--- config.mk ---
export PLATFORM = sky130hd
export DESIGN_NAME = seg_scan_ctrl
export DESIGN_NICKNAME = d
export VERILOG_FILES = /design/src/rtl/seg_pkg.sv /design/src/rtl/seg_hex_decode.sv /design/src/rtl/seg_scan_ctrl.sv
export SDC_FILE = /design/constraint.sdc
export NUM_CORES = 1
export LEC_CHECK = 0
export BUFFER_PORTS_ARGS = -buffer_cell sky130_fd_sc_hd__clkbuf_2
export CAP_MARGIN = 20
export CORE_UTILIZATION = 45
export DETAILED_ROUTE_END_ITERATION = 6
export GPL_TIMING_DRIVEN = 0
export PLACE_DENSITY = 0.67
export SYNTH_ARGS = -nofsm -noshare
export SYNTH_HDL_FRONTEND = slang
export SYNTH_SLANG_ARGS = --single-unit
--- constraint.sdc ---
create_clock -name clk -period 5.2 [get_ports clk]
set_clock_uncertainty 0.2 [all_clocks]
set_input_delay 0.52 -clock clk [delete_from_list [all_inputs] [get_ports clk]]
set_output_delay 0.52 -clock clk [all_outputs]
set_load 0.03 [all_outputs]
--- src/rtl/seg_pkg.sv ---
// seg_pkg: shared segment bit positions, hex glyph table and digit bound for the scanner
package seg_pkg;
  localparam int DIGITS_MAX = 8;
  localparam int SEG_A  = 7;
  localparam int SEG_B  = 6;
  localparam int SEG_C  = 5;
  localparam int SEG_D  = 4;
  localparam int SEG_E  = 3;
  localparam int SEG_F  = 2;
  localparam int SEG_G  = 1;
  localparam int SEG_DP = 0;
  // Glyphs are {a,b,c,d,e,f,g}, active high; b and d use lowercase shapes
  function automatic logic [6:0] hex_to_seg(input logic [3:0] h);
    case (h)
      4'h0: hex_to_seg = 7'b1111110;
      4'h1: hex_to_seg = 7'b0110000;
      4'h2: hex_to_seg = 7'b1101101;
      4'h3: hex_to_seg = 7'b1111001;
      4'h4: hex_to_seg = 7'b0110011;
      4'h5: hex_to_seg = 7'b1011011;
      4'h6: hex_to_seg = 7'b1011111;
      4'h7: hex_to_seg = 7'b1110000;
      4'h8: hex_to_seg = 7'b1111111;
      4'h9: hex_to_seg = 7'b1111011;
      4'hA: hex_to_seg = 7'b1110111;
      4'hB: hex_to_seg = 7'b0011111;
      4'hC: hex_to_seg = 7'b1001110;
      4'hD: hex_to_seg = 7'b0111101;
      4'hE: hex_to_seg = 7'b1001111;
      default: hex_to_seg = 7'b1000111;
    endcase
  endfunction
endpackage

--- src/rtl/seg_hex_decode.sv ---
// seg_hex_decode: combinational 4-bit nibble to abcdefg glyph
module seg_hex_decode
  import seg_pkg::*;
(
  input  logic [3:0] nib,
  output logic [6:0] abcdefg
);
  assign abcdefg = hex_to_seg(nib);
endmodule

--- src/rtl/seg_scan_ctrl.sv ---
// seg_scan_ctrl: multiplexed 7-segment scanner with blanking gap; optional SEG_LEADING_ZERO_SUPPRESS_EN
module seg_scan_ctrl
  import seg_pkg::*;
#(
  parameter int DIGITS     = 8,
  parameter int SCAN_DIV   = 2000,
  parameter int GAP_CYCLES = 16
) (
  input  logic                  clk,
  input  logic                  rst,
  input  logic                  wr_en,
  input  logic [4*DIGITS-1:0]   wr_data,
  input  logic [DIGITS-1:0]     wr_dp,
  input  logic [DIGITS-1:0]     blank,
  output logic [DIGITS-1:0]     ena,
  output logic [7:0]            seg
);
  localparam int CW = $clog2(SCAN_DIV);
  localparam int IW = $clog2(DIGITS_MAX);
  logic [4*DIGITS-1:0] sh_data;
  logic [DIGITS-1:0]   sh_dp;
  logic [CW-1:0]       div_cnt;
  logic [IW-1:0]       digit_idx;
  logic [3:0]          nib;
  logic [6:0]          glyph;
  logic                sup;
  logic                in_gap;
  assign nib    = sh_data[{digit_idx, 2'b00} +: 4];
  assign in_gap = div_cnt < CW'(GAP_CYCLES);
  seg_hex_decode u_dec (.nib(nib), .abcdefg(glyph));
`ifdef SEG_LEADING_ZERO_SUPPRESS_EN
  logic [DIGITS-1:0] lz;
  // A digit is a leading zero when it and every higher digit are zero; digit 0 is never suppressed
  always_comb begin
    lz = '0;
    lz[DIGITS-1] = ~|sh_data[4*(DIGITS-1) +: 4];
    for (int i = DIGITS - 2; i >= 0; i--) lz[i] = lz[i+1] & ~|sh_data[4*i +: 4];
    lz[0] = 1'b0;
  end
  assign sup = lz[digit_idx];
`else
  assign sup = 1'b0;
`endif
  // Shadow register holding the displayed word and decimal points
  always_ff @(posedge clk or posedge rst) begin
    if (rst) begin
      sh_data <= '0;
      sh_dp   <= '0;
    end else if (wr_en) begin
      sh_data <= wr_data;
      sh_dp   <= wr_dp;
    end
  end
  // Slot divider and digit index; the index wraps exactly at DIGITS-1
  always_ff @(posedge clk or posedge rst) begin
    if (rst) begin
      div_cnt   <= '0;
      digit_idx <= '0;
    end else begin
      div_cnt <= (div_cnt == CW'(SCAN_DIV - 1)) ? '0 : div_cnt + 1'b1;
      if (div_cnt == CW'(SCAN_DIV - 1))
        digit_idx <= (digit_idx == IW'(DIGITS - 1)) ? '0 : digit_idx + 1'b1;
    end
  end
  // Registered pins: dark during the gap, one-hot enable otherwise, segments dark when blanked
  always_ff @(posedge clk or posedge rst) begin
    if (rst) begin
      ena <= '0;
      seg <= '0;
    end else begin
      ena <= in_gap ? '0 : {{(DIGITS-1){1'b0}}, 1'b1} << digit_idx;
      seg <= (in_gap || blank[digit_idx]) ? 8'h00 : {sup ? 7'b0 : glyph, sh_dp[digit_idx]};
    end
  end
endmodule

Yosys cells after proc, flatten, opt, wreduce, memory -nomap -nowiden. Memory sizes are Yosys's and may differ from the RTL's. Index checks and enable logic that the tools add are counted.

Flip-flop bits (word level): 70. Bits in read-only memories: 112. Input port bits: 51. Output and inout bits: 16. Word-level logic and storage cells: 24. Memories kept: 1.

Memories: (no name shown) (depth 16, bits a word 7, read ports 1, clocked after Yosys merged registers in 0, wr ports 0, line seg_pkg.sv:14) `case (h)`.

Add/subtract/negate cells: 2. Magnitude comparators: 2. Equality and inequality tests: 2. Shifts and indexed selects: 2. Multiplexer cells: 8. Reductions and logical operators: 1.

Operators with widths (count): $shiftx A32 B6 Y4 (1); $mux W8 (2); $add A11 B1 Y11 const B (1); $eq A11 B11 Y1 const B (1); $lt A11 B5 Y1 const B (1); $mux W11 (1); $shl A1 B3 Y8 const A (1); $bmux W1 S3 (2); $lt A3 B4 Y1 const B (1); $add A3 B1 Y3 const B (1); $eq A3 B3 Y1 const B (1); $mux W3 (1); $mux W1 (2); $logic_or A1 B1 Y1 (1).

Longest topological paths before layout.
Word-level depth: 4. Gate-level depth with buffers: 10. Gate-level depth less buffers: 8.

Cells and area by module. From an unflattened synthesis, not the netlist that was laid out.

Cell total of the unflattened synthesis: 252. Area total of the unflattened synthesis: 3400.8 um2.

By module, submodules not included: seg_scan_ctrl (times used 1, cells each 219, area each 3110.5 um2, seq. area each 1751.7 um2); seg_hex_decode (times used 1, cells each 33, area each 290.3 um2, seq. area each 0.0 um2).

Worst setup path after synthesis. OpenSTA, ideal clock, no wires.

Path kind: reg-to-reg. Start point: reg digit_idx[0]. End point: reg seg[2]. Setup time: 104 ps. Arrival: 2399 ps. Required time: 4896 ps. Slack: 2497 ps. Cell stages (with the launch flop): 11. Buffers on the path: 2. Clock period less this slack: 2703 ps. Path through: dfrtp_1 buf_6 buf_4 mux4_2 mux2i_1 inv_2 ha_1 inv_1 nor3_1 o21bai_1 a221oi_1.

Longest elaborated chain between the ends: 4. Elaborated cells between the ends (all ways): 6. Classes of those cells: 1 x shift; 3 x mux; 1 x reduce/logical; 1 x memory.

RTL lines: from (decl) (line seg_scan_ctrl.sv:23) `logic [IW-1:0] digit_idx;`; from (signal assigned) (line seg_scan_ctrl.sv:62) `digit_idx <= (digit_idx == IW'(DIGITS - 1)) ? '0 : digit_idx + 1'b1;`; parallel branches: the longest is 3 deep, another holds $mem_v2 Z16 W7; $mux W8 * (line seg_scan_ctrl.sv:72) `seg <= (in_gap || blank[digit_idx]) ? 8'h00 : {sup ? 7'b0 : glyph, sh_dp[digit_idx]};`; to (signal assigned) (line seg_scan_ctrl.sv:72); to (decl) (line seg_scan_ctrl.sv:16) `output logic [7:0] seg`.

Mark *: on every way between the ends. The select of a mux whose other input is x is not followed. A chain may end at the register's enable or synchronous reset.

Worst setup path after layout. Same ends and word-level chain as after synthesis.

==> impl_metrics.toml <==
[clock_network]
post_cts_resized = 0
clockRootBuffer = "clkbuf_8"
clk-insertion-delay-late_ns = 0.35
post_cts_buffers = 0
cts_buffer_depth = 2
cts-hold-fix-buffers = 0
clk_pin_slew_ns = 0.08
cts_tree = "done"
numClockSinks = 70
cts_max_level = 3
cts-buffers-inserted = 9

[critical_path]
startpoint_type = "flop"
critPathArrivalTime_ns = 3.23
crit_required_ns = 5.24
crit_type = "flop to flop"
crit_fanout = 10
end_kind = "flop"

[power]
comb_power_share = 0.117
switchingPower_w = 0.000297
ir_worst_vdd_uv = 255
seq_power_share = 0.471
power.density_nw_per_um2 = 319
p_sw_frac = 0.233
clkPwrFrac = 0.412
p_int_w = 0.000974
p_leak_nw = 1.87

[finish]
finalNetCount = 388
final_common_cell = "dfrtp_1"
multiInputGateArea_um2 = 1460
drive_gt1_frac = 0.426
fillers = 592
antenna_cells = 0
final_cell_mix = "dfrtp_1 (70), clkbuf_2 (65), mux2_2 (41)"
fin_util = 0.573
seq_area_um2 = 1750
area_growth_pct = 20.8

[synthesis]
synth_top_area_cell = "dfrtp_1"
syn_nets = 312
synth-compound-area-share = 0.0566
synth_top_area_frac = 0.532
synthArstFlopShare = 1.00
synth_area_per_cell_um2 = 13.3
synthFlopType = "dfrtp_1"
synthTopCellsByArea = "dfrtp_1 (53%), mux2_2 (14%), mux4_2 (6.8%), ha_1 (4.9%), mux2i_1 (2.1%)"
ys_ff_latch = 70
synth_area_um2 = 3300
synth_mux_area_frac = 0.240
synth-xor-area-share = 0.0159
yosysWarnings = 0
postSynthCellCount = 248
synth-seq-area-share = 0.532
synthAdderAreaFrac = 0.0494
yosys.area_share.simple = 0.0816
synth-edff-count = 0
synth_top_family_by_area = "multiplexers"
yosysUniqueCellTypes = 47

[die]
dieHeight_um = 87.6
pin_count = 67
die-area_um2 = 7670
core_um2 = 6940
fp.dieW_um = 87.6
rows = 30
initial_core_util = 0.475

[timing]
slew_violations = 0
tns_ns = 0
setup_viol = 0
post-route-period-util = 0.613
rsz0062_at_grt = "false"
tightest_slew_ns = 0.914
period_needed_ns = 3.19
slew_headroom = 0.386
holdWs_ns = 0.136
fmax_mhz = 314
finalHoldViolCount = 0

[grt]
grt_first_pass_wirelength_um = 10700
grt_usage = 0.191
grt_start_max_net_pins = 71
grt_pass1_vias = 2226
antenna_found_initial = 0
globalRouteOverflowTotal = 0

[status]
status = "complete, no violations"

[detailed_routing]
avgViaCountPerCell = 5.14
drc = 0
wl_um = 6360
drtIter0Drc = 109
firstDrtPassIters = 6
vias = 2184
routedWlPerCell_um = 15.0
drtAntennaViolNets = 0

[place]
io_buffer_count = 65
dpl.hpwl_um = 4470
place_congestion = 0.795

[flow_run]
maxCapViolations = 0

[min_path]
hp-class = "input pin to asynchronous set/reset pin"
[state kept, by name, indices dropped and copies added (netlist names)]
signal,cells
div_cnt,11
sh_dp,8
digit_idx,3
sh_data,32
ena,8
seg,8
[per-layer routing]
metal  GRT usage  wire (um)  share of wire
met5           0          0              0
met4       0.101        154          0.024
met3      0.0518        314          0.049
met2       0.309       3090           0.49
met1       0.235       2800           0.44
[cells by family (layout without fill, tap and decap cells)]
kind of cell / after synthesis / after routing
flops: 70 / 70
mux: 60 / 60
simple gates: 53 / 53
compound gates: 28 / 28
buf+inv: 18 / 99
fa+ha+maj: 13 / 13
xor+xnor: 6 / 6
[power groups by stage]
stage,Clock (W),Combinational (W),Sequential (W)
after global placement,0,0.000146,0.000608
final,0.000524,0.000148,0.000599
after CTS,0.000533,0.000150,0.000599
after detailed placement,0,0.000150,0.000610
after global routing,0.000558,0.000165,0.000604
after floorplan,0,0.0000922,0.000619
[synthesized netlist by cell type, types with 2 or more instances]
| library cell | instances |
|---|---|
| or3_1 | 4 |
| a221oi_1 | 2 |
| nand3_1 | 6 |
| buf_2 | 3 |
| xor2_1 | 3 |
| mux2_2 | 41 |
| a21oi_1 | 8 |
| nor3_1 | 3 |
| and2_1 | 3 |
| xnor2_1 | 3 |
| mux4_2 | 10 |
| buf_1 | 3 |
| clkbuf_1 | 2 |
| nand2_1 | 9 |
| and3_1 | 8 |
| ha_1 | 13 |
| inv_2 | 2 |
| inv_1 | 5 |
| nor2_1 | 14 |
| o21ai_0 | 4 |
| mux2i_1 | 7 |
| dfrtp_1 | 70 |
[path summary, 6_finish.rpt]
path / start / end / slack (ns) / depth (start not counted)
min in group clk: wr_data[9] / sh_data[9] / 0.20 / 2
max: digit_idx[0] / seg[2] / 2.01 / 10
max in group asynchronous: rst / digit_idx[2] / 4.13 / 2
min reg2reg: div_cnt[0] / div_cnt[0] / 0.30 / 1
min: rst / seg[0] / 0.14 / 2
max reg2reg: digit_idx[0] / seg[2] / 2.01 / 10
[metrics by stage]
stage	power [W]	instances	cell area [um^2]	setup slack, ns
3_3_place_gp	0.000754	409	3740	1.88
3_5_place_dp	0.000759	409	3740	1.97
2_1_floorplan	0.000711	248	3300	2.50
5_1_grt	0.00133	425	3980	1.70
4_1_cts	0.00128	425	3980	1.95
6_report	0.00127	425	3980	2.01
[layout make-up]
cell class              instances  share of cell area
repair buffers                 65              0.0817
well taps                      96              0.0302
clock buffers                  10              0.0321
plain buffers                  10              0.0132
clock inverters                 6              0.0277
inverters                       8             0.00817
flip-flops and latches         70               0.440
multi-input cells             160               0.367
[worst max-delay path, stage by stage (launching register included)]
cell and delay [ns]:
dfrtp_1 0.42, buf_6 0.17, buf_4 0.24, mux4_2 0.53
mux2i_1 0.60, inv_2 0.10, ha_1 0.25, inv_1 0.06
nor3_1 0.07, o21bai_1 0.19, a221oi_1 0.24
Note: power is estimated with default switching activity, not from simulation.
